--- src/rtl/daq_pkg.sv ---
`default_nettype none
// ============================================================================
//  Package     : daq_pkg
//  Description : Shared state encoding and sizing constants for the readout
//                responder and its serial word packer.
//  Revision    : 1.0 - initial release
// ============================================================================
package daq_pkg;

  // Readout responder FSM states
  typedef enum logic [2:0] {
    IDLE    = 3'd0,
    START   = 3'd1,
    WAIT_TX = 3'd2,
    SHIFT   = 3'd3,
    FLUSH   = 3'd4,
    END     = 3'd5
  } state_t;

  // Default FIFO word width, which is also the deserialiser length
  localparam int DEFAULT_WORD_WIDTH = 16;

  // Width of the counter that waits for TransmitOn to rise
  localparam int TIMEOUT_CNT_W = 16;

endpackage : daq_pkg
`default_nettype wire

--- src/rtl/serial_word_packer.sv ---
`default_nettype none
// ============================================================================
//  Module      : serial_word_packer
//  Description : MSB-first deserialiser. Shifts din into the LSB on shift_en
//                and presents each completed word one cycle later with a
//                one-cycle word_valid. flush emits the partial word
//                left-aligned and zero-padded.
//  Revision    : 1.0 - initial release
// ============================================================================
module serial_word_packer #(
  parameter int WIDTH = 16
) (
  input  logic             clk,
  input  logic             rst_n,
  input  logic             shift_en,
  input  logic             flush,
  input  logic             din,
  output logic [WIDTH-1:0] word,
  output logic             word_valid,
  output logic             pending
);

  localparam int CNT_W = (WIDTH > 1) ? $clog2(WIDTH) : 1;

  logic [WIDTH-1:0] sreg;
  logic [CNT_W-1:0] bit_cnt;
  logic [WIDTH-1:0] shifted;
  logic [WIDTH-1:0] padded;
  logic [CNT_W:0]   pad_shift;
  logic             last_bit;

  assign shifted   = {sreg[WIDTH-2:0], din};
  assign last_bit  = (bit_cnt == CNT_W'(WIDTH - 1));
  // Partial word holds bit_cnt bits in its low end; move them to the top
  assign pad_shift = (CNT_W + 1)'(WIDTH) - {1'b0, bit_cnt};
  assign padded    = sreg << pad_shift;
  assign pending   = (bit_cnt != '0);

  // Shift register, bit counter and completed-word register
  always_ff @(posedge clk or negedge rst_n) begin
    if (!rst_n) begin
      sreg       <= '0;
      bit_cnt    <= '0;
      word       <= '0;
      word_valid <= 1'b0;
    end else begin
      word_valid <= 1'b0;
      if (flush) begin
        word       <= padded;
        word_valid <= 1'b1;
        bit_cnt    <= '0;
        sreg       <= '0;
      end else if (shift_en) begin
        sreg <= shifted;
        if (last_bit) begin
          word       <= shifted;
          word_valid <= 1'b1;
          bit_cnt    <= '0;
        end else begin
          bit_cnt <= bit_cnt + 1'b1;
        end
      end
    end
  end

endmodule : serial_word_packer
`default_nettype wire

--- src/rtl/readout_responder.sv ---
`default_nettype none
// ============================================================================
//  Module      : readout_responder
//  Description : Responder side of the StartReadout/EndReadout handshake.
//                Pulses the ASIC START_READOUT pin, deserialises DOUT while
//                TransmitOn is high, writes packed words to the data FIFO and
//                returns a single-cycle EndReadout on completion or timeout.
//  Revision    : 1.0 - initial release
// ============================================================================
module readout_responder #(
  parameter int WORD_WIDTH         = daq_pkg::DEFAULT_WORD_WIDTH,
  parameter int START_PULSE_CYCLES = 4,
  parameter int TIMEOUT_CYCLES     = 65535
) (
  input  logic                  Clk,
  input  logic                  reset_n,
  input  logic                  StartReadout,
  output logic                  EndReadout,
  output logic                  START_READOUT,
  input  logic                  TransmitOn,
  input  logic                  DOUT,
  output logic [WORD_WIDTH-1:0] FifoData,
  output logic                  FifoWrEn,
  input  logic                  FifoFull,
  output logic [15:0]           WordCount,
  output logic                  Overflow,
  output logic                  Timeout,
  output logic                  Busy
);

  import daq_pkg::*;

  localparam int PULSE_W = (START_PULSE_CYCLES > 1) ? $clog2(START_PULSE_CYCLES) : 1;

  state_t                   state_q;
  state_t                   state_d;
  logic [PULSE_W-1:0]       pulse_cnt;
  logic [TIMEOUT_CNT_W-1:0] tmo_cnt;
  logic                     pulse_last;
  logic                     tmo_last;
  logic                     start_req;
  logic                     set_timeout;
  logic                     shift_en;
  logic                     flush;
  logic                     word_valid;
  logic                     pending;

  assign pulse_last = (pulse_cnt == PULSE_W'(START_PULSE_CYCLES - 1));
  assign tmo_last   = (tmo_cnt == TIMEOUT_CNT_W'(TIMEOUT_CYCLES - 1));

  // TransmitOn arrives already restored to active-high after the pad ring
  serial_word_packer #(
    .WIDTH (WORD_WIDTH)
  ) u_packer (
    .clk        (Clk),
    .rst_n      (reset_n),
    .shift_en   (shift_en),
    .flush      (flush),
    .din        (DOUT),
    .word       (FifoData),
    .word_valid (word_valid),
    .pending    (pending)
  );

  // State register
  always_ff @(posedge Clk or negedge reset_n) begin
    if (!reset_n) begin
      state_q <= IDLE;
    end else begin
      state_q <= state_d;
    end
  end

  // Next-state and per-state control strobes
  always_comb begin
    state_d     = state_q;
    start_req   = 1'b0;
    set_timeout = 1'b0;
    shift_en    = 1'b0;
    flush       = 1'b0;
    case (state_q)
      IDLE: begin
        if (StartReadout) begin
          start_req = 1'b1;
          state_d   = START;
        end
      end
      START: begin
        if (pulse_last) begin
          state_d = WAIT_TX;
        end
      end
      WAIT_TX: begin
        // The bit present when TransmitOn rises is the first data bit
        if (TransmitOn) begin
          shift_en = 1'b1;
          state_d  = SHIFT;
        end else if (tmo_last) begin
          set_timeout = 1'b1;
          state_d     = END;
        end
      end
      SHIFT: begin
        if (TransmitOn) begin
          shift_en = 1'b1;
        end else if (pending) begin
          state_d = FLUSH;
        end else begin
          state_d = END;
        end
      end
      FLUSH: begin
        flush   = 1'b1;
        state_d = END;
      end
      END: begin
        state_d = IDLE;
      end
      default: begin
        state_d = IDLE;
      end
    endcase
  end

  // Moore-decoded handshake outputs
  assign START_READOUT = (state_q == START);
  assign EndReadout    = (state_q == END);
  assign Busy          = (state_q != IDLE);

  // A word is written only when the FIFO can accept it
  assign FifoWrEn = word_valid & ~FifoFull;

  // START pulse length and TransmitOn timeout counters
  always_ff @(posedge Clk or negedge reset_n) begin
    if (!reset_n) begin
      pulse_cnt <= '0;
      tmo_cnt   <= '0;
    end else begin
      pulse_cnt <= (state_q == START) ? pulse_cnt + 1'b1 : '0;
      tmo_cnt   <= (state_q == WAIT_TX && !TransmitOn) ? tmo_cnt + 1'b1 : '0;
    end
  end

  // Per-readout word count and sticky status flags
  always_ff @(posedge Clk or negedge reset_n) begin
    if (!reset_n) begin
      WordCount <= '0;
      Overflow  <= 1'b0;
      Timeout   <= 1'b0;
    end else if (start_req) begin
      WordCount <= '0;
      Overflow  <= 1'b0;
      Timeout   <= 1'b0;
    end else begin
      if (set_timeout) begin
        Timeout <= 1'b1;
      end
      if (word_valid) begin
        if (FifoFull) begin
          Overflow <= 1'b1;
        end else if (WordCount != 16'hFFFF) begin
          WordCount <= WordCount + 16'd1;
        end
      end
    end
  end

endmodule : readout_responder
`default_nettype wire

--- config.mk ---
export PLATFORM = sky130hd
export DESIGN_NAME = readout_responder
export DESIGN_NICKNAME = d
export VERILOG_FILES = /design/src/rtl/daq_pkg.sv /design/src/rtl/serial_word_packer.sv /design/src/rtl/readout_responder.sv
export SDC_FILE = /design/constraint.sdc
export NUM_CORES = 1
export LEC_CHECK = 0
export ABC_CLOCK_PERIOD_IN_PS = 3200
export CAP_MARGIN = 20
export CORE_MARGIN = 2
export CORE_UTILIZATION = 55
export CTS_BUF_LIST = sky130_fd_sc_hd__clkbuf_2 sky130_fd_sc_hd__clkbuf_4 sky130_fd_sc_hd__clkbuf_8
export DETAILED_ROUTE_END_ITERATION = 10
export PLACE_DENSITY = 0.77
export SYNTH_ARGS = -nofsm -noshare
export SYNTH_HDL_FRONTEND = slang
export SYNTH_SLANG_ARGS = --single-unit
--- constraint.sdc ---
create_clock -name Clk -period 3.2 [get_ports Clk]
set_input_delay 0.32 -clock Clk [delete_from_list [all_inputs] [get_ports Clk]]
set_output_delay 0.32 -clock Clk [all_outputs]
set_load 0.01 [all_outputs]
---- Word level (Yosys, flattened, before mapping) ----
Cells that the tools add are included.
word-level totals
  bits in registers ....................... 76
  input bits .............................. 6
  logic and storage cells ................. 85
cells by class
  add/subtract/negate cells ............... 5
  equality and inequality tests ........... 14
  shift operators ......................... 1
  multiplexer cells ....................... 37
  bitwise gates (word level) .............. 2
  reductions and logical operators ........ 16
operator list
  operator               count
  $mux 16                10
  $add 16x1->16 const B  2
  $mux 1                 17
  $eq 16x16->1 const B   1
  $ne 16x16->1 const B   1
  $shl 16x5->16          1
  $mux 3                 5
  $pmux 3 s5             1
  $mux 4                 3
  $reduce_bool 2->1      6
  $eq 3x2->1 const B     2
  $eq 3x3->1 const B     2
  $sub 5x4->5 const A    1
  $add 4x1->4 const B    1
  $eq 4x4->1 const B     1
  $ne 2x1->1 const B     2
  $ne 2x2->1 const B     2
  $reduce_and 2->1       2
  $reduce_and 4->1       1
  $reduce_bool 4->1      1
  $eq 3x1->1 const B     1
  $logic_not 3->1        1
  $ne 3x3->1 const B     1
  $reduce_and 3->1       1
  other kinds (9)        9

---- Longest topological paths before layout ----
  depth in word-level cells ............... 6
  gate-level depth with buffers ........... 9
  mapped depth without buffers ............ 6

---- Hierarchy ----
Synthesis repeated with hierarchy kept, for this count alone.
second synthesis, totals
  cells, all modules ...................... 449
  area total of the unflattened synthesis .. 4,446.8 um2
by module, submodules not included
  module              times used  cells an instance  area each (um2)  seq. area each (um2)
  serial_word_packer  1           228                2,379.8          925.9
  readout_responder   1           221                2,067.0          975.9

---- Worst setup path after synthesis ----
Ideal clock, no wire load.
  path type ............................... register to register
  start point ............................. register u_packer.bit_cnt[0]
  end point ............................... register u_packer.word[11]
  setup time .............................. 0.063 ns
  arrival ................................. 2.297 ns
  setup slack ............................. 0.840 ns
  stages on the path, launching flop included .. 9
  buffers on the path ..................... 2
  clock period less this slack ............ 2.360 ns
  cells stage by stage .................... dfrtp_1 -> buf_6 -> buf_2 -> inv_1 -> ha_1 -> xnor2_2 -> mux4_1 -> nor3_1 -> o32a_2
between the ends
  word-level cells in the longest chain between the ends .. 3
  elaborated cells on any way between the ends .. 6
  those cells by class .................... add/sub: 1; eq/ne: 1; shift: 1; mux: 1; reduce/logical: 2
ends and longest elaborated chain
  element                                             line                                                RTL
  start: declaration                                  serial_word_packer.sv:26                            logic [CNT_W-1:0] bit_cnt;
  start signal: assignment                            serial_word_packer.sv:60                            bit_cnt <= bit_cnt + 1'b1;
  $sub 5x4->5 or $eq 4x4->1 (tied branches)           serial_word_packer.sv:35, serial_word_packer.sv:33
  $shl 16x5->16 or $reduce_bool 2->1 (tied branches)  --
  $mux 16 or $reduce_and 2->1 (tied branches)         --
  end signal: assignment                              serial_word_packer.sv:49                            word <= padded;
  end signal: assignment                              serial_word_packer.sv:56                            word <= shifted;
  end: declaration                                    serial_word_packer.sv:18                            output logic [WIDTH-1:0] word,
Parallel ways exist; a longest one is shown, timed or not.
A chain may end at the register's enable or synchronous reset.

---- Worst setup path in the final report ----
  start point ............................. register u_packer.bit_cnt[0]
  end point ............................... register u_packer.word[9]
Same word-level chain as after synthesis.

==> run metrics <==
status completed; Sink Count 76; met2 wire length 4.71 mm; CTS buffer count 9; worst hold path type primary input to asynchronous set/reset pin; Final period util 74.5%; max frequency 419 MHz; placed insts 589; Initial Util 55.8%; DR WL/cell 16.8 µm; DRC Markers 0; number of synthesized flops with an enable pin 0; clock skew 0.0103 ns; antenna-violating nets left 0; final-report max-slew violation count 0; worst slew pin tran 0.948 ns; Die H 94.6 µm; first-iteration detailed-routing DRC count 313; RSZ-0062 raised after global routing no; Static Leakage 2.01 nW; TritonCTS clock tree done; sequential area share after synthesis 42.1%; Die Width 94.6 µm; post-CTS setup buffers 0; Design Area, Final 0.00515 mm²; antenna violations before repair 0; CTS Buffer Depth 2; slowest CP cell or2b_2; grt ovf 0; dpl cell area 0.00493 mm²; met1 WL 4.67 mm; pre-CTS WS 0.871 ns; Power Density 664 mW/mm²; Synth cell types 65; placed wire-length estimate 6.84 mm; Global Route Usage Sum 24.4%; gpl congestion 0.912; Die Area 0.00896 mm²; asr flop ratio synth 100%; CTS resizes 0; peak per-stage delay on the critical path 0.51 ns; DR vias 3719; CP Cell Sequence buf_4, ha_1, nand3_1, or2b_2, o21a_1, o32a_2; synthesized flop and latch total 76; sum of negative setup slack 0 ns; final wirelength 10.1 mm; WL met3 586 µm; ys flop type dfrtp_1; fin crit period 2.39 ns; Top Family by Delay on Critical Path simple AND/OR/NAND/NOR gates; Util after Layout 63.6%; Clk Latency, worst-skew pair 0.35 ns; commonest cells in the netlist dfrtp_1, nand2_1, a21oi_1; Buf/Inv on CP 1; Synth top area share 42.1%; Final setup viols 0; DR vias/cell 6.16; pin count of the biggest net entering global routing 77; net count after synthesis 476; diode count 0; P&R area growth vs syn 14.0%; Synth Cell Area 0.00452 mm²; Fill cells 672; share of cells above drive strength 1 8.82%; Yosys top cell by area dfrtp_1; clock slew at reported path FFs 0.08 ns; nets@finish 507; top-count cell post-synth dfrtp_1; Syn. warnings 0; kind of critical path flop to flop; Final Non-Filler Cells 604; peak supply drop 0.331 mV; H-tree depth 3; setup ws final 0.815 ns; Root Buffer clkbuf_8; hold_buf cts 0; top layer in use met4; Synth area leaders dfrtp_1, mux2i_1, nand2_1; Cells after Synth 464; final hold violation count 0; Worst EP required 3.43 ns; Synth Area per Inst 9.74 µm²; num ports 44; Placement Rows 33; Worst EP arrival 2.62 ns; TritonRoute pass-1 iters 5; first-pass GRT wire length 17.1 mm; core area 0.00809 mm²; number of port buffers 43; CP Launch Type flop; MaxCap Viol Count 0; vias in the first global route 3553; Crit. End Element flop; Slew headroom 36.8%; Critical Path Fanout Max 24
[final cells by class]
cell class                      count  area (µm²)  share of cell area (%)
Multi-Input combinational cell    349        2390                    46.3
Sequential cell                    76        1900                    36.9
Timing Repair Buffer               49         473                    9.19
Clock buffer                       11         145                    2.82
Tap cell                          105         131                    2.55
Clock inverter                      4        73.8                    1.43
Inverter                           10        37.5                   0.729
[kinds of logic (layout without fill, tap and decap cells)]
logic type | Yosys count | in the layout | share of synthesized area, %
and+or+nand+nor | 187 | 187 | 20.9
adders and majority gates | 6 | 6 | 1.66
DFF | 76 | 76 | 42.1
AOI/OAI and AO/OA | 102 | 102 | 14.8
muxes | 40 | 40 | 12.3
xor gates and xnor gates | 14 | 14 | 3.05
buffers and inverters | 39 | 74 | 5.21
[state kept, by name, summed over array words and instances, names as in the netlist, 2 cells and up]
register / flops
u_packer.bit_cnt: 4
u_packer.word: 16
tmo_cnt: 16
u_packer.sreg: 16
state_q: 3
pulse_cnt: 2
WordCount: 16
[where the power goes]
part	switching [W]	leakage [nW]	total (W)	internal (W)
Combinational	0.000706	0.860	0.00134	0.000637
Sequential	0.000156	1.03	0.00127	0.00111
Clock	0.000344	0.113	0.000809	0.000465
[cells in the final DEF (no fill, tap or decap), types with 10 or more instances in the layout]
cell type	count
mux2i_1	26
a21oi_1	40
o21ai_0	18
nand2_1	61
clkdlybuf4s50_1	42
dfrtp_1	76
nor3_1	12
nand3_1	13
nor2_1	37
nand4_1	15
inv_1	10
clkbuf_8	10
[per-stage QoR]
| step | power [W] | hold WS, ns |
|---|---|---|
| after CTS | 0.00343 | 0.147 |
| after global placement | 0.00258 | 0.424 |
| after global routing | 0.00362 | 0.194 |
| final | 0.00342 | 0.0887 |
| after floorplan | 0.00225 | 0.0244 |
| after detailed placement | 0.00261 | 0.427 |
[per-layer routing]
metal  track usage [%]  vias to the layer above
met5                 0                        -
met4              9.90                        0
met3              5.19                       14
met2              36.5                      114
met1              34.7                     1818
li1                  -                     1773
[path summary, 6_finish.rpt]
| path | start | end | slack [ns] | cells after the start |
|---|---|---|---|---|
| hold / removal | reset_n | u_packer.word[5] | 0.09 | 1 |
| min in group Clk | pulse_cnt[0] | pulse_cnt[0] | 0.44 | 1 |
| max in group asynchronous | reset_n | u_packer.sreg[11] | 2.47 | 1 |
| setup / recovery | u_packer.bit_cnt[0] | u_packer.word[9] | 0.81 | 6 |
| hold reg to reg | pulse_cnt[0] | pulse_cnt[0] | 0.44 | 1 |
| setup reg to reg | u_packer.bit_cnt[0] | u_packer.word[9] | 0.81 | 6 |
Note: power is estimated with default switching activity, not from simulation.
